File: config.mk
export PLATFORM = sky130hd
export DESIGN_NAME = xor_descrambler
export DESIGN_NICKNAME = d
export VERILOG_FILES = /design/src/rtl/xor_descrambler_pkg.sv /design/src/rtl/xor_descrambler_descramble_byte.sv /design/src/rtl/xor_descrambler.sv
export SDC_FILE = /design/constraint.sdc
export NUM_CORES = 1
export LEC_CHECK = 0
export ABC_CLOCK_PERIOD_IN_PS = 1670
export CAP_MARGIN = 20
export CORE_UTILIZATION = 40
export CTS_BUF_LIST = sky130_fd_sc_hd__clkbuf_2
export DETAILED_ROUTE_END_ITERATION = 8
export PLACE_DENSITY = 0.67
export SLEW_MARGIN = 20
export SYNTH_ARGS = -nofsm -noshare
export SYNTH_HDL_FRONTEND = slang
export SYNTH_SLANG_ARGS = --single-unit
File: constraint.sdc
create_clock -name clk -period 1.67 [get_ports clk]
set_input_delay 0.167 -clock clk [delete_from_list [all_inputs] [get_ports clk]]
set_output_delay 0.167 -clock clk [all_outputs]
set_load 0.02 [all_outputs]
File: src/rtl/xor_descrambler_pkg.sv
// Shared constants and lock-state encoding for the 1 + x^4 + x^7 descrambler.
package xor_descrambler_pkg;

   localparam int unsigned TAP_A  = 4;
   localparam int unsigned TAP_B  = 7;
   localparam int unsigned HIST_W = 7;

   typedef enum logic {
      UNLOCKED = 1'b0,
      LOCKED   = 1'b1
   } lock_state_e;

endpackage

File: src/rtl/xor_descrambler_descramble_byte.sv
// Combinational byte descrambler: applies d[n] = s[n] ^ s[n-4] ^ s[n-7] to all
// 8 bits at once and produces the history after shifting the byte in.
module descramble_byte
   import xor_descrambler_pkg::*;
(
   input  logic [HIST_W-1:0] hist,
   input  logic [7:0]        in_data,
   output logic [7:0]        out_bits,
   output logic [HIST_W-1:0] hist_next
);

   // Time-ordered window: ext[0] is the oldest history bit, ext[HIST_W] is in_data[0].
   logic [HIST_W+7:0] ext;

   // Lay the history and the new byte out in arrival order.
   always_comb begin
      ext = '0;
      for (int m = 0; m < HIST_W; m++) begin
         ext[HIST_W-1-m] = hist[m];
      end
      ext[HIST_W +: 8] = in_data;
   end

   // Each output bit XORs the received bit with the two tapped earlier bits.
   always_comb begin
      out_bits = '0;
      for (int i = 0; i < 8; i++) begin
         out_bits[i] = ext[i+HIST_W] ^ ext[i+HIST_W-TAP_A] ^ ext[i+HIST_W-TAP_B];
      end
   end

   // Most recent received bit (in_data[7]) lands in hist_next[0].
   always_comb begin
      hist_next = '0;
      for (int m = 0; m < HIST_W; m++) begin
         hist_next[m] = in_data[7-m];
      end
   end

endmodule

File: src/rtl/xor_descrambler.sv
// Byte-wide self-synchronizing descrambler with valid/ready handshakes, a
// registered output stage, lock tracking and an emitted-byte counter.
module xor_descrambler
   import xor_descrambler_pkg::*;
#(
   parameter bit DROP_FIRST = 1'b1
) (
   input  logic        clk,
   input  logic        reset,
   input  logic        flush,
   input  logic [7:0]  in_data,
   input  logic        in_valid,
   output logic        in_ready,
   output logic [7:0]  out_data,
   output logic        out_valid,
   input  logic        out_ready,
   output logic        locked,
   output logic [15:0] byte_count
);

   lock_state_e       state_q, state_d;
   logic [HIST_W-1:0] hist_q, hist_d, hist_next;
   logic [7:0]        out_data_q, out_data_d, desc_bits;
   logic              out_valid_q, out_valid_d;
   logic [15:0]       byte_count_q, byte_count_d;
   logic              accept, out_hs;

   descramble_byte u_descramble_byte (
      .hist      (hist_q),
      .in_data   (in_data),
      .out_bits  (desc_bits),
      .hist_next (hist_next)
   );

   // Handshake decode; in_ready stays combinational so a draining output can refill.
   always_comb begin
      in_ready = !out_valid_q || out_ready;
      accept   = in_valid && in_ready;
      out_hs   = out_valid_q && out_ready;
   end

   // Next-state: flush beats any transfer; a dropped first byte still seeds history.
   always_comb begin
      state_d      = state_q;
      hist_d       = hist_q;
      out_data_d   = out_data_q;
      out_valid_d  = out_valid_q;
      byte_count_d = byte_count_q;
      if (flush) begin
         state_d      = UNLOCKED;
         hist_d       = '0;
         out_valid_d  = 1'b0;
         byte_count_d = '0;
      end else begin
         if (out_hs) begin
            byte_count_d = byte_count_q + 16'd1;
         end
         if (accept) begin
            hist_d      = hist_next;
            out_data_d  = desc_bits;
            state_d     = LOCKED;
            out_valid_d = !((state_q == UNLOCKED) && DROP_FIRST);
         end else if (out_ready) begin
            out_valid_d = 1'b0;
         end
      end
   end

   // State, history, output and counter registers.
   always_ff @(posedge clk or posedge reset) begin
      if (reset) begin
         state_q      <= UNLOCKED;
         hist_q       <= '0;
         out_data_q   <= '0;
         out_valid_q  <= 1'b0;
         byte_count_q <= '0;
      end else begin
         state_q      <= state_d;
         hist_q       <= hist_d;
         out_data_q   <= out_data_d;
         out_valid_q  <= out_valid_d;
         byte_count_q <= byte_count_d;
      end
   end

   // Output mapping.
   always_comb begin
      out_data   = out_data_q;
      out_valid  = out_valid_q;
      locked     = (state_q == LOCKED);
      byte_count = byte_count_q;
   end

endmodule

==> reports/results.ini <==
[sta]
hold_violations=0
setup_violations=0
fmax_mhz=628
fin_crit_ps=1590
tightest_slew_ps=557
fin_worst_skew_ps=9.39
slew_headroom_pct=62.9
fin_crit_sh_pct=95.3
rsz0062_at_grt=no
whs_ps=165
timing.final.ws_setup_ps=78.0
slew_viol_final=0

[detailed_routing]
vias=1248
wl_um=3500
dr.first_iter.drc_count=106
antenna_left=0
drc=0
routedWlPerCell_um=14.3
via_per_inst=5.11
firstDrtPassIters=4

[final_layout]
utilization_pct=58.0
drive_gt1_share_pct=13.3
antenna_cells=0
design_area_sq_um=2170
finish.net_count=210
area_delta_synth_final_pct=36.2

[critical_path]
cp.arrival_ps=1430
required_ps=1500
critPathCaptureType=primary output
worst-path-buf-inv=1
timing.critical_path.fanout_max=3
max_stage_delay_ps=620
critPathLaunchType=register
crit_path_top_delay_cell=clkdlybuf4s50_1
path_class=reg -> out
crit_family=buffers and inverters
path_cells=clkdlybuf4s50_1

[synthesis]
synth_commonest_cells=33 x dfrtp_1, 22 x xnor2_1, 16 x nor2_1, 9 x mux2_1
async_flop_share_pct=100
yosys_warnings=0
ys_seq_area_share_pct=51.8
ys_types=27
synth-edff-count=0
syn_nets=155
yosys.area.top_type=dfrtp_1
ys_ff_latch=33
netlist_instances=141
synth_top_area_share_pct=51.8
syn_avg_cell_area_sq_um=11.3
synthTopCellsByArea=dfrtp_1 52%, xnor2_1 12%, mux2_1 6.4%
synth.most_common_cell=dfrtp_1
synth_flop_cell=dfrtp_1
syn_area_sq_um=1600

[grt]
grt_overflow=0
grtUsageMet2_pct=31.1
grt_pass1_wl_um=6000
grt_antenna_before_repair=0
use_met1_pct=23.9
grt_usage_pct=18.7
grt.met3_usage_pct=4.69
grt_max_degree=34
gr-max-usage-layer=met2
grt_pass1_vias=1310

[place]
port_buffers=39
place.gp.congestion=0.891
hpwl_um=2580
dp_slack_ps=-138
placed_cell_area_sq_um=2120

[die]
dieArea_sq_um=4240
start_util_pct=42.6
num_io_pins=40
row_count=22
dieWidth_um=65.2
fp.dieH_um=65.2
core_area_sq_um=3740

[run_status]
outcome=finished, final reports clean

[clocking]
cts-hold-fix-buffers=0
postCtsSetupRepairBufs=0
clockRootBuffer=clkbuf_2
ctsResizeCount=7
numClockSinks=33
clk_latency_ps=380
clockBufferDepth=2
path_clk_slew_ps=160
cts_tree=yes
numCtsBuffers=5
htree_levels=2

[pwr]
ir_drop_uv=498
power.leakage_nw=1.07
p_per_area_nw_per_um2=765
p_total_mw=1.66

[flow_run]
drv_cap=0

[worst_hold_path]
hold_class=in -> async

==> sequential cells by signal (all words and copies together) (netlist names) <==
name / cells
byte_count: 16
out_data: 8
hist_q: 7
locked: 1
out_valid: 1
==> layout make-up <==
cell class,count,area (sq um)
Tap cell,48,60.1
Clock inverter,1,3.75
Timing Repair Buffer,51,489
Multi-Input combinational cell,100,744
Fill cell,349,1570
Sequential cell,33,826
Clock buffer,6,30.0
Inverter,5,18.8
==> per-layer routing <==
| layer | up-vias | part of all wire (%) | wire length (um) |
|---|---|---|---|
| met5 | - | 0 | 0 |
| met4 | 0 | 1.4 | 48 |
| met3 | 5 | 4.1 | 144 |
| met2 | 30 | 48 | 1690 |
| met1 | 623 | 46 | 1620 |
| li1 | 590 | - | - |
==> path summary, 6_finish.rpt <==
check                           cells past startpoint     startpoint  slack, ps        endpoint
worst max-delay path                                1         locked         80          locked
worst min-delay path                                3          reset        170     out_data[2]
worst max register to register                      4  byte_count[5]        120  byte_count[13]
worst min register to register                      1    out_data[4]        510     out_data[4]
max in group asynchronous                           3          reset       1200     out_data[7]
min in group clk                                    3       in_valid        440       out_valid
==> logic make-up (layout without fill, tap and decap cells) <==
family | count (synthesis) | after routing | share of synthesized area, %
buf+inv | 8 | 63 | 2.12
flops | 33 | 33 | 51.8
fa+ha+maj | 1 | 1 | 0.784
xor+xnor | 28 | 28 | 15.4
compound gates | 13 | 13 | 5.88
mux | 10 | 10 | 7.29
simple gates | 48 | 48 | 16.8
==> layout by cell type (no fill, tap or decap) <==
| master | count |
|---|---|
| a21o_1 | 1 |
| mux2_4 | 1 |
| clkinv_1 | 1 |
| dlygate4sd2_1 | 7 |
| nand4_2 | 1 |
| nor3_1 | 2 |
| inv_1 | 5 |
| buf_4 | 12 |
| nor4_2 | 1 |
| nand3_2 | 2 |
| a22o_1 | 7 |
| nor4_1 | 1 |
| clkbuf_2 | 6 |
| nand4_1 | 5 |
| xnor2_1 | 22 |
| nand3_1 | 5 |
| and4_1 | 2 |
| nand2b_2 | 1 |
| dfrtp_1 | 33 |
| xor2_1 | 6 |
| nor4_4 | 1 |
| nor2_1 | 16 |
| nor2b_1 | 2 |
| mux2_1 | 9 |
| a21oi_1 | 5 |
| dlymetal6s2s_1 | 7 |
| nor2_2 | 1 |
| ha_1 | 1 |
| and2_1 | 1 |
| clkdlybuf4s50_1 | 25 |
| nand2_1 | 7 |
==> report_power, final <==
group / switching, mW / internal [mW] / total [mW]
Sequential: 0.0432 / 0.865 / 0.908
Combinational: 0.182 / 0.204 / 0.386
Clock: 0.270 / 0.0976 / 0.367
Total: 0.495 / 1.17 / 1.66
==> metrics by stage <==
step / std cells / TNS [ps]
6_report: 244 / 0
5_1_grt: 244 / 0
4_1_cts: 244 / 0
3_5_place_dp: 237 / -1900
3_3_place_gp: 237 / -985
2_1_floorplan: 141 / 0
Power figures use the tool's default switching activity.
